**src/rtl/pipe_pkg.sv**
```systemverilog
// Shared pipeline definitions: datapath widths, ALU op codes, forwarding selects
// and the ID/EX register layout.
package pipe_pkg;

  localparam int DATA_WIDTH     = 32;
  localparam int OPCODE_LENGTH  = 4;
  localparam int REG_ADDR_WIDTH = 5;

  localparam logic [OPCODE_LENGTH-1:0] ALU_AND = 4'b0000;
  localparam logic [OPCODE_LENGTH-1:0] ALU_ADD = 4'b0010;
  localparam logic [OPCODE_LENGTH-1:0] ALU_EQ  = 4'b1000;

  typedef enum logic [1:0] {
    FWD_REG = 2'd0,
    FWD_MEM = 2'd1,
    FWD_WB  = 2'd2
  } fwd_sel_t;

  typedef struct packed {
    logic                      valid;
    logic                      reg_write;
    logic                      mem_read;
    logic                      mem_write;
    logic                      alu_src;
    logic [OPCODE_LENGTH-1:0]  alu_op;
    logic [REG_ADDR_WIDTH-1:0] rs1;
    logic [REG_ADDR_WIDTH-1:0] rs2;
    logic [REG_ADDR_WIDTH-1:0] rd;
    logic [DATA_WIDTH-1:0]     rs1_data;
    logic [DATA_WIDTH-1:0]     rs2_data;
    logic [DATA_WIDTH-1:0]     imm;
  } id_ex_t;

  // The younger producer (MEM) wins over WB; x0 is hard-wired and never forwarded.
  function automatic fwd_sel_t fwd_select(
    input logic [REG_ADDR_WIDTH-1:0] rs,
    input logic [REG_ADDR_WIDTH-1:0] mem_rd,
    input logic                      mem_we,
    input logic [REG_ADDR_WIDTH-1:0] wb_rd,
    input logic                      wb_we
  );
    if (mem_we && (mem_rd != '0) && (mem_rd == rs)) return FWD_MEM;
    if (wb_we && (wb_rd != '0) && (wb_rd == rs))    return FWD_WB;
    return FWD_REG;
  endfunction

endpackage

```
**src/rtl/forwarding_unit.sv**
```systemverilog
// Combinational RAW-hazard comparator: picks the operand source for the
// A (rs1) and B (rs2) paths of the EX stage.
module forwarding_unit
  import pipe_pkg::*;
(
  input  logic [REG_ADDR_WIDTH-1:0] ex_rs1_i,
  input  logic [REG_ADDR_WIDTH-1:0] ex_rs2_i,
  input  logic [REG_ADDR_WIDTH-1:0] mem_rd_i,
  input  logic                      mem_reg_write_i,
  input  logic [REG_ADDR_WIDTH-1:0] wb_rd_i,
  input  logic                      wb_reg_write_i,
  output fwd_sel_t                  fwd_a_o,
  output fwd_sel_t                  fwd_b_o
);

  assign fwd_a_o = fwd_select(ex_rs1_i, mem_rd_i, mem_reg_write_i, wb_rd_i, wb_reg_write_i);
  assign fwd_b_o = fwd_select(ex_rs2_i, mem_rd_i, mem_reg_write_i, wb_rd_i, wb_reg_write_i);

endmodule

```
**src/rtl/ex_operand_stage.sv**
```systemverilog
// ID/EX pipeline register with EX/MEM and MEM/WB operand forwarding and
// load-use hazard detection. Width parameters must match pipe_pkg.
module ex_operand_stage
  import pipe_pkg::*;
#(
  parameter int DATA_WIDTH     = pipe_pkg::DATA_WIDTH,
  parameter int OPCODE_LENGTH  = pipe_pkg::OPCODE_LENGTH,
  parameter int REG_ADDR_WIDTH = pipe_pkg::REG_ADDR_WIDTH
) (
  input  logic                      clk,
  input  logic                      rst_n,
  input  logic                      id_valid,
  input  logic [REG_ADDR_WIDTH-1:0] id_rs1,
  input  logic [REG_ADDR_WIDTH-1:0] id_rs2,
  input  logic [REG_ADDR_WIDTH-1:0] id_rd,
  input  logic [DATA_WIDTH-1:0]     id_rs1_data,
  input  logic [DATA_WIDTH-1:0]     id_rs2_data,
  input  logic [DATA_WIDTH-1:0]     id_imm,
  input  logic [OPCODE_LENGTH-1:0]  id_alu_op,
  input  logic                      id_alu_src,
  input  logic                      id_reg_write,
  input  logic                      id_mem_read,
  input  logic                      id_mem_write,
  input  logic                      stall,
  input  logic                      flush,
  input  logic [REG_ADDR_WIDTH-1:0] mem_rd,
  input  logic                      mem_reg_write,
  input  logic [DATA_WIDTH-1:0]     mem_result,
  input  logic [REG_ADDR_WIDTH-1:0] wb_rd,
  input  logic                      wb_reg_write,
  input  logic [DATA_WIDTH-1:0]     wb_result,
  output logic [DATA_WIDTH-1:0]     ex_src_a,
  output logic [DATA_WIDTH-1:0]     ex_src_b,
  output logic [OPCODE_LENGTH-1:0]  ex_alu_op,
  output logic [DATA_WIDTH-1:0]     ex_store_data,
  output logic [REG_ADDR_WIDTH-1:0] ex_rd,
  output logic                      ex_valid,
  output logic                      ex_reg_write,
  output logic                      ex_mem_read,
  output logic                      ex_mem_write,
  output logic                      load_use_hazard
);

  id_ex_t ex_q, ex_d;

  always_comb begin
    ex_d = ex_q;
    if (flush) begin
      ex_d        = '0;
      ex_d.alu_op = ALU_AND;
    end else if (!stall) begin
      ex_d.valid     = id_valid;
      ex_d.reg_write = id_valid & id_reg_write;
      ex_d.mem_read  = id_valid & id_mem_read;
      ex_d.mem_write = id_valid & id_mem_write;
      ex_d.alu_src   = id_alu_src;
      ex_d.alu_op    = id_alu_op;
      ex_d.rs1       = id_rs1;
      ex_d.rs2       = id_rs2;
      ex_d.rd        = id_rd;
      ex_d.rs1_data  = id_rs1_data;
      ex_d.rs2_data  = id_rs2_data;
      ex_d.imm       = id_imm;
    end
  end

  always_ff @(posedge clk or negedge rst_n) begin
    if (!rst_n) ex_q <= '0;
    else        ex_q <= ex_d;
  end

  // Index 0 is the A path (rs1), index 1 the B path (rs2).
  fwd_sel_t [1:0]                  fwd_sel;
  logic     [1:0][DATA_WIDTH-1:0]  reg_data;
  logic     [1:0][DATA_WIDTH-1:0]  fwd_data;

  assign reg_data[0] = ex_q.rs1_data;
  assign reg_data[1] = ex_q.rs2_data;

  forwarding_unit u_forwarding_unit (
    .ex_rs1_i        (ex_q.rs1),
    .ex_rs2_i        (ex_q.rs2),
    .mem_rd_i        (mem_rd),
    .mem_reg_write_i (mem_reg_write),
    .wb_rd_i         (wb_rd),
    .wb_reg_write_i  (wb_reg_write),
    .fwd_a_o         (fwd_sel[0]),
    .fwd_b_o         (fwd_sel[1])
  );

  genvar gi;
  generate
    for (gi = 0; gi < 2; gi++) begin : g_fwd_mux
      assign fwd_data[gi] = (fwd_sel[gi] == FWD_MEM) ? mem_result :
                            (fwd_sel[gi] == FWD_WB)  ? wb_result  :
                                                       reg_data[gi];
    end
  endgenerate

  assign ex_src_a      = fwd_data[0];
  assign ex_src_b      = ex_q.alu_src ? ex_q.imm : fwd_data[1];
  assign ex_store_data = fwd_data[1];

  assign ex_alu_op    = ex_q.alu_op;
  assign ex_rd        = ex_q.rd;
  assign ex_valid     = ex_q.valid;
  assign ex_reg_write = ex_q.reg_write;
  assign ex_mem_read  = ex_q.mem_read;
  assign ex_mem_write = ex_q.mem_write;

  // Conservative: rs2 is compared even for instructions that do not read it.
  assign load_use_hazard = ex_q.valid & ex_q.mem_read & (ex_q.rd != '0) & id_valid &
                           ((ex_q.rd == id_rs1) | (ex_q.rd == id_rs2));

endmodule

```
**config.mk**
```make
export PLATFORM = sky130hd
export DESIGN_NAME = ex_operand_stage
export DESIGN_NICKNAME = d
export VERILOG_FILES = /design/src/rtl/pipe_pkg.sv /design/src/rtl/forwarding_unit.sv /design/src/rtl/ex_operand_stage.sv
export SDC_FILE = /design/constraint.sdc
export NUM_CORES = 1
export LEC_CHECK = 0
export ABC_AREA = 1
export CORE_MARGIN = 10
export CORE_UTILIZATION = 39
export CTS_BUF_LIST = sky130_fd_sc_hd__clkbuf_16
export DETAILED_ROUTE_END_ITERATION = 10
export GPL_TIMING_DRIVEN = 0
export PLACE_DENSITY = 0.73
export SLEW_MARGIN = 5
export SYNTH_ARGS = -nofsm -noshare
export SYNTH_HDL_FRONTEND = slang
export SYNTH_SLANG_ARGS = --single-unit
```
**constraint.sdc**
```tcl
create_clock -name clk -period 1.6 [get_ports clk]
set_clock_uncertainty 0.2 [all_clocks]
set_input_delay 0.16 -clock clk [delete_from_list [all_inputs] [get_ports clk]]
set_output_delay 0.16 -clock clk [all_outputs]
set_load 0.005 [all_outputs]
```
==> run_summary.xml, run 1 <==
<?xml version="1.0" encoding="UTF-8"?>
<metrics>
  <group name="outcome">
    <metric name="run_status" unit="">complete, but fails checks</metric>
    <metric name="violations_in_the_final_reports" unit="">hold timing, setup timing</metric>
  </group>
  <group name="floorplanning">
    <metric name="coreArea" unit="µm²">18600</metric>
    <metric name="floorplan.initialDensity" unit="%">39.6</metric>
    <metric name="floorplan.io_pins" unit="">310</metric>
    <metric name="fp.dieArea" unit="µm²">24800</metric>
    <metric name="num_rows" unit="">50</metric>
    <metric name="die_x" unit="µm">158</metric>
    <metric name="die-height" unit="µm">158</metric>
  </group>
  <group name="synth">
    <metric name="synth_fp_nets" unit="">1291</metric>
    <metric name="synthesis.area_per_instance" unit="µm²">6.77</metric>
    <metric name="distinct_cell_type_count_of_the_synthesized_netlist" unit="">26</metric>
    <metric name="synth-seq-cells" unit="">120</metric>
    <metric name="synthCells" unit="">1091</metric>
    <metric name="synth.yosys.seq_area_share" unit="%">40.7</metric>
    <metric name="synthDominantCellAreaShare" unit="%">40.7</metric>
    <metric name="netlist.top_cell.by_area" unit="">sky130_fd_sc_hd__dfrtp_1</metric>
    <metric name="synth-warning-count" unit="">0</metric>
    <metric name="mappedNetlistArea" unit="µm²">7380</metric>
    <metric name="post_synth_main_area_contributors" unit="">sky130_fd_sc_hd__dfrtp_1, sky130_fd_sc_hd__nand2_1, sky130_fd_sc_hd__nand3_1</metric>
  </group>
  <group name="global_route">
    <metric name="grt_first_pass_wirelength" unit="µm">52900</metric>
    <metric name="first_global_vias" unit="">9111</metric>
    <metric name="grt_max_degree" unit="">90</metric>
    <metric name="grt.overflow.total" unit="">0</metric>
    <metric name="grt.total_usage" unit="%">28.0</metric>
    <metric name="grt_antenna_before_repair" unit="">5</metric>
  </group>
  <group name="worst_setup_path">
    <metric name="timing.reg2reg.setup_slack" unit="ns">0.30</metric>
    <metric name="r2r_cells" unit="">3</metric>
    <metric name="timing.critical_path.to_type" unit="">output port</metric>
    <metric name="critPathArrivalTime" unit="ns">2.39</metric>
    <metric name="r2r-start" unit="">ex_q[115]</metric>
    <metric name="crit_start" unit="">ex_q[106]</metric>
    <metric name="critical_path.startpoint_type" unit="">flip-flop</metric>
    <metric name="critPathRequiredTime" unit="ns">1.24</metric>
    <metric name="setup.worst_path.class" unit="">reg2out</metric>
    <metric name="crit_fanout" unit="">6</metric>
    <metric name="r2r-end" unit="">ex_q[115]</metric>
  </group>
  <group name="place">
    <metric name="post-place-ws" unit="ns">-1.23</metric>
    <metric name="place_congestion" unit="">1.00</metric>
    <metric name="portBuffers" unit="">308</metric>
    <metric name="dp.final_hpwl" unit="µm">26700</metric>
  </group>
  <group name="clock_tree">
    <metric name="cts-root-buf" unit="">sky130_fd_sc_hd__clkbuf_16</metric>
    <metric name="clock_sink_count" unit="">120</metric>
    <metric name="clock_tree_from_tritoncts" unit="">done</metric>
    <metric name="cts.clk_slew.worst_paths" unit="ns">0.06</metric>
    <metric name="level_count_of_the_clock_h_tree" unit="">4</metric>
    <metric name="max-clock-path-buffers" unit="">2</metric>
    <metric name="worst_skew_pair.late_latency" unit="ns">0.43</metric>
    <metric name="tritoncts_buffers" unit="">17</metric>
  </group>
  <group name="pwr">
    <metric name="total_power" unit="mW">10.0</metric>
    <metric name="power_leakage" unit="nW">6.67</metric>
    <metric name="p_per_area" unit="nW/µm²">739</metric>
    <metric name="ir_worst_vdd" unit="mV">0.734</metric>
  </group>
  <group name="timing">
    <metric name="setup_viol_count_final" unit="">97</metric>
    <metric name="hold_ws" unit="ns">-0.0157</metric>
    <metric name="maxSlewHeadroom" unit="%">60.5</metric>
    <metric name="finalWorstSetupSlack" unit="ns">-1.15</metric>
    <metric name="timing.final.hold_violations" unit="">30</metric>
    <metric name="setup_tns" unit="ns">-91.52</metric>
    <metric name="tightest_slew" unit="ns">0.593</metric>
    <metric name="final-max-slew-violation-count" unit="">0</metric>
    <metric name="min_tclk_post_route" unit="ns">2.75</metric>
    <metric name="final.period_utilization" unit="%">172</metric>
    <metric name="fmax" unit="GHz">0.364</metric>
    <metric name="rsz0062_at_grt" unit="">yes</metric>
  </group>
  <group name="detailed_routing">
    <metric name="drt_drc_violations_left" unit="">0</metric>
    <metric name="ant_nets" unit="">0</metric>
    <metric name="drt-total-wl" unit="µm">39000</metric>
    <metric name="vias" unit="">9495</metric>
    <metric name="vias_per_cell" unit="">5.41</metric>
    <metric name="route.detailed.wl_per_inst" unit="µm">22.2</metric>
    <metric name="drt-initial-drc-count" unit="">901</metric>
    <metric name="first_pass_iters" unit="">6</metric>
  </group>
  <group name="layout">
    <metric name="layout-area-overhead-vs-synth" unit="%">83.3</metric>
    <metric name="drive_above_1_share" unit="%">33.3</metric>
    <metric name="nNetsFinal" unit="">1700</metric>
    <metric name="layout.cells.most_common_list" unit="">sky130_fd_sc_hd__nand2_1, sky130_fd_sc_hd__clkdlybuf4s50_1, sky130_fd_sc_hd__nand3_1, sky130_fd_sc_hd__dfrtp_1, sky130_fd_sc_hd__inv_1</metric>
    <metric name="mostFrequentLayoutCell" unit="">sky130_fd_sc_hd__nand2_1</metric>
  </group>
  <group name="flow_run">
    <metric name="drv.max_cap_violation_count" unit="">0</metric>
  </group>
  <group name="worst_hold_path">
    <metric name="min_delay_worst_type" unit="">in2async</metric>
  </group>
</metrics>
## metal layers
metal / up-vias / global-route usage, % / wire (µm)
li1: 4269 / - / -
met1: 4483 / 34.5 / 14700
met2: 596 / 46.1 / 18600
met3: 145 / 7.65 / 3740
met4: 2 / 10.2 / 1950
met5: - / 0 / 13
## cells in the mapped netlist
library cell,number
sky130_fd_sc_hd__nor2_1,5
sky130_fd_sc_hd__o22ai_1,1
sky130_fd_sc_hd__inv_2,1
sky130_fd_sc_hd__nand4_1,2
sky130_fd_sc_hd__a21oi_1,5
sky130_fd_sc_hd__nand2_1,427
sky130_fd_sc_hd__xor2_1,10
sky130_fd_sc_hd__dfrtp_1,120
sky130_fd_sc_hd__nor2_4,2
sky130_fd_sc_hd__buf_4,18
sky130_fd_sc_hd__nor3_1,2
sky130_fd_sc_hd__a21oi_4,1
sky130_fd_sc_hd__nand3b_1,12
sky130_fd_sc_hd__nand3_1,228
sky130_fd_sc_hd__nor3_4,2
sky130_fd_sc_hd__nand3_2,1
sky130_fd_sc_hd__buf_2,23
sky130_fd_sc_hd__clkinv_1,1
sky130_fd_sc_hd__nor2_2,1
sky130_fd_sc_hd__and2_1,12
sky130_fd_sc_hd__o21ai_0,61
sky130_fd_sc_hd__clkbuf_1,31
sky130_fd_sc_hd__xnor2_1,13
sky130_fd_sc_hd__inv_1,101
sky130_fd_sc_hd__buf_1,8
sky130_fd_sc_hd__nand2_2,3
## critical path: stages (launching register included)
cell,delay (ns)
sky130_fd_sc_hd__dfrtp_2,0.47
sky130_fd_sc_hd__xnor2_1,0.20
sky130_fd_sc_hd__nand2_1,0.10
sky130_fd_sc_hd__nor3_1,0.27
sky130_fd_sc_hd__nand2_2,0.22
sky130_fd_sc_hd__inv_4,0.16
sky130_fd_sc_hd__buf_8,0.14
sky130_fd_sc_hd__buf_4,0.11
sky130_fd_sc_hd__nand2_1,0.05
sky130_fd_sc_hd__nand2_1,0.10
sky130_fd_sc_hd__buf_2,0.13
## metrics by stage
step | cells | utilization, % | hold WS (ns) | area [µm²]
final | 1755 | 72.6 | -0.0157 | 13500
after global routing | 1750 | 72.5 | 0.0125 | 13500
after CTS | 1725 | 66.9 | 0.00152 | 12500
after detailed placement | 1634 | 58.0 | -0.131 | 10800
after global placement | 1633 | 57.8 | 0.290 | 10800
after floorplan | 1091 | - | -0.336 | 7410
## kinds of logic after synthesis
kind of cell	synth area share, %
compound gates	4.78
xor+xnor	2.73
buf+inv	10.6
flops	40.7
simple gates	41.2
## flip-flops by register name, summed over array words and instances, names as in the netlist
register      count
ex_reg_write      1
ex_q            107
ex_alu_op         4
ex_mem_read       1
ex_mem_write      1
ex_rd             5
ex_valid          1
## layout make-up
cell class / instances / area (µm²)
Clock inverter: 14 / 174
Sequential cell: 120 / 3010
Buffer: 74 / 558
Inverter: 103 / 392
Clock buffer: 17 / 425
Antenna cell: 9 / 22.5
Multi-Input combinational cell: 788 / 4870
Timing Repair Buffer: 396 / 3780
Fill cell: 1381 / 5120
Tap cell: 234 / 293
## power breakdown
part           internal [mW]  switching (mW)  leakage [nW]  total, mW
clock                   2.45            1.56         0.284       4.01
combinational           1.30            1.37          4.79       2.68
sequential              3.21           0.102          1.59       3.31
## worst max-delay path by stage
| stage | slack [ns] | endpoint |
|---|---|---|
| final | -1.15 | ex_src_a[28] |
| after CTS | -1.03 | ex_src_a[11] |
| after detailed placement | -1.23 | ex_src_b[8] |
| after floorplan | -0.07 | ex_src_b[13] |
| after global placement | -4.71 | ex_q[28] |
| after global routing | -1.17 | ex_src_a[28] |
## what timing repair did
action / 4_1_cts / 5_1_grt
cloned: 10 / 3
resized for setup: 645 / 230
setup buffers: 50 / 28
hold buffers: 1 / 0
endpoints found under the setup margin: 225 / 117
pin swaps: 86 / 89
endpoints found under the hold margin: 120 / 0
Power figures use the tool's default switching activity.
==> run 2, diff against run 1 <==
--- a/config.mk
+++ b/config.mk
@@ -10,6 +10,7 @@
 export CORE_UTILIZATION = 39
 export CTS_BUF_LIST = sky130_fd_sc_hd__clkbuf_16
 export DETAILED_ROUTE_END_ITERATION = 10
+export GPL_ROUTABILITY_DRIVEN = 0
 export GPL_TIMING_DRIVEN = 0
 export PLACE_DENSITY = 0.73
 export SLEW_MARGIN = 5
==> run_summary.xml, run 2 (synthesis gave the netlist of run 1 again) <==
<?xml version="1.0" encoding="UTF-8"?>
<metrics>
  <group name="layout">
    <metric name="nNetsFinal" unit="">1707</metric>
    <metric name="drive_above_1_share" unit="%">31.1</metric>
    <metric name="registers.top_by_ff_count" unit="">ex_q</metric>
    <metric name="layout-area-overhead-vs-synth" unit="%">79.9</metric>
    <metric name="largest_register_ffs" unit="">107</metric>
    <metric name="mostFrequentLayoutCell" unit="">sky130_fd_sc_hd__nand2_1</metric>
    <metric name="layout.cells.most_common_list" unit="">sky130_fd_sc_hd__nand2_1, sky130_fd_sc_hd__clkdlybuf4s50_1, sky130_fd_sc_hd__nand3_1, sky130_fd_sc_hd__dfrtp_1, sky130_fd_sc_hd__inv_1</metric>
  </group>
  <group name="timing">
    <metric name="fmax" unit="GHz">0.383</metric>
    <metric name="final.period_utilization" unit="%">163</metric>
    <metric name="timing.final.hold_violations" unit="">0</metric>
    <metric name="hold_ws" unit="ns">0.0137</metric>
    <metric name="final-max-slew-violation-count" unit="">0</metric>
    <metric name="tightest_slew" unit="ns">0.618</metric>
    <metric name="finalWorstSetupSlack" unit="ns">-1.01</metric>
    <metric name="setup_viol_count_final" unit="">98</metric>
    <metric name="setup_tns" unit="ns">-89.69</metric>
    <metric name="rsz0062_at_grt" unit="">yes</metric>
    <metric name="min_tclk_post_route" unit="ns">2.61</metric>
    <metric name="maxSlewHeadroom" unit="%">58.8</metric>
  </group>
  <group name="clock_tree">
    <metric name="worst_skew_pair.late_latency" unit="ns">0.42</metric>
    <metric name="level_count_of_the_clock_h_tree" unit="">4</metric>
    <metric name="cts-root-buf" unit="">sky130_fd_sc_hd__clkbuf_16</metric>
    <metric name="max-clock-path-buffers" unit="">2</metric>
    <metric name="clock_sink_count" unit="">120</metric>
    <metric name="tritoncts_buffers" unit="">17</metric>
    <metric name="cts.clk_slew.worst_paths" unit="ns">0.06</metric>
    <metric name="clock_tree_from_tritoncts" unit="">done</metric>
  </group>
  <group name="pwr">
    <metric name="p_per_area" unit="nW/µm²">737</metric>
    <metric name="power_leakage" unit="nW">6.68</metric>
    <metric name="total_power" unit="mW">9.78</metric>
    <metric name="ir_worst_vdd" unit="mV">0.769</metric>
  </group>
  <group name="outcome">
    <metric name="violations_in_the_final_reports" unit="">setup timing</metric>
    <metric name="run_status" unit="">complete, but fails checks</metric>
  </group>
  <group name="detailed_routing">
    <metric name="vias_per_cell" unit="">5.33</metric>
    <metric name="ant_nets" unit="">0</metric>
    <metric name="route.detailed.wl_per_inst" unit="µm">21.3</metric>
    <metric name="drt-total-wl" unit="µm">37300</metric>
    <metric name="drt_drc_violations_left" unit="">0</metric>
    <metric name="drt-initial-drc-count" unit="">940</metric>
    <metric name="vias" unit="">9364</metric>
    <metric name="first_pass_iters" unit="">5</metric>
  </group>
  <group name="place">
    <metric name="portBuffers" unit="">308</metric>
    <metric name="post-place-ws" unit="ns">-1.22</metric>
    <metric name="dp.final_hpwl" unit="µm">26600</metric>
  </group>
  <group name="global_route">
    <metric name="grt_first_pass_wirelength" unit="µm">51100</metric>
    <metric name="grt_antenna_before_repair" unit="">5</metric>
    <metric name="first_global_vias" unit="">8828</metric>
    <metric name="grt.total_usage" unit="%">27.1</metric>
    <metric name="grt.overflow.total" unit="">0</metric>
    <metric name="grt_max_degree" unit="">86</metric>
  </group>
  <group name="floorplanning">
    <metric name="die_x" unit="µm">158</metric>
    <metric name="die-height" unit="µm">158</metric>
    <metric name="floorplan.io_pins" unit="">310</metric>
    <metric name="coreArea" unit="µm²">18600</metric>
    <metric name="num_rows" unit="">50</metric>
    <metric name="floorplan.initialDensity" unit="%">39.6</metric>
    <metric name="fp.dieArea" unit="µm²">24800</metric>
  </group>
  <group name="worst_setup_path">
    <metric name="critPathArrivalTime" unit="ns">2.25</metric>
    <metric name="timing.reg2reg.setup_slack" unit="ns">0.31</metric>
    <metric name="critPathRequiredTime" unit="ns">1.24</metric>
    <metric name="timing.critical_path.to_type" unit="">output port</metric>
    <metric name="setup.worst_path.class" unit="">reg2out</metric>
    <metric name="crit_fanout" unit="">5</metric>
    <metric name="critical_path.startpoint_type" unit="">flip-flop</metric>
  </group>
  <group name="flow_run">
    <metric name="drv.max_cap_violation_count" unit="">0</metric>
  </group>
  <group name="worst_hold_path">
    <metric name="min_delay_worst_type" unit="">in2async</metric>
  </group>
</metrics>
## run 2: cell types whose count changed in the layout (fill, tap and decap cells not counted), sizes merged
cell,previous run,this run
clkdlybuf4s15,5,1
dlygate4sd2,7,8
inv,106,102
clkbuf,53,61
diode,9,4
buf,224,226
clkinv,5,6
clkinvlp,3,6
## run 2: what timing repair did
action | in CTS | in global routing
resized for setup | 589 | 215
setup buffers | 50 | 28
pin swaps | 83 | 79
hold endpoints to repair | 120 | 0
hold buffers | 1 | 0
cloned | 8 | 6
setup endpoints to repair | 220 | 159
## run 2: critical path, cell delays in order (launching register included)
cell and delay [ns]:
sky130_fd_sc_hd__dfrtp_1 0.44, sky130_fd_sc_hd__xnor2_1 0.18, sky130_fd_sc_hd__nand2_1 0.14, sky130_fd_sc_hd__nor2_2 0.18, sky130_fd_sc_hd__nand3_4 0.19, sky130_fd_sc_hd__buf_8 0.20
sky130_fd_sc_hd__buf_4 0.15, sky130_fd_sc_hd__nand3_4 0.08, sky130_fd_sc_hd__nand3_2 0.07, sky130_fd_sc_hd__nand2_1 0.07, sky130_fd_sc_hd__buf_2 0.11
## run 2: cell type report
cell class	count	area, µm²
clock inverter	14	160
tap	234	293
fill	1445	5370
timing repair buffer	400	3820
antenna	4	10.0
sequential	120	3010
buffer	77	581
multi-input combinational	788	4590
inverter	103	392
clock buffer	17	425
## run 2: worst paths after layout
path	start	end	cells past startpoint
worst max register to register	ex_q[115]	ex_q[115]	3
max in group asynchronous	rst_n	ex_q[103]	3
worst min-delay path	rst_n	ex_q[71]	2
worst min register to register	ex_q[25]	ex_q[25]	2
worst max-delay path	ex_q[101]	ex_src_b[20]	10
min in group clk	id_imm[17]	ex_q[17]	3
## run 2: routing by layer
metal / global-route usage, % / part of all wire [%] / up-vias
li1: - / - / 4283
met1: 33.5 / 39 / 4440
met2: 44.1 / 48 / 534
met3: 6.24 / 8.8 / 105
met4: 12.4 / 4.3 / 2
met5: 0 / 0.040 / -
## run 2: power by group
part / switching [mW] / internal (mW) / total, mW
Combinational: 1.31 / 1.29 / 2.60
Sequential: 0.0938 / 3.21 / 3.30
Clock: 1.47 / 2.42 / 3.88
## run 2: through the flow
stage | utilization (%) | instances | instance area (µm²)
floorplan | - | 1091 | 7410
global placement | 57.8 | 1633 | 10800
detailed placement | 58.0 | 1634 | 10800
CTS | 65.8 | 1723 | 12300
global route | 71.2 | 1757 | 13300
finish | 71.2 | 1757 | 13300
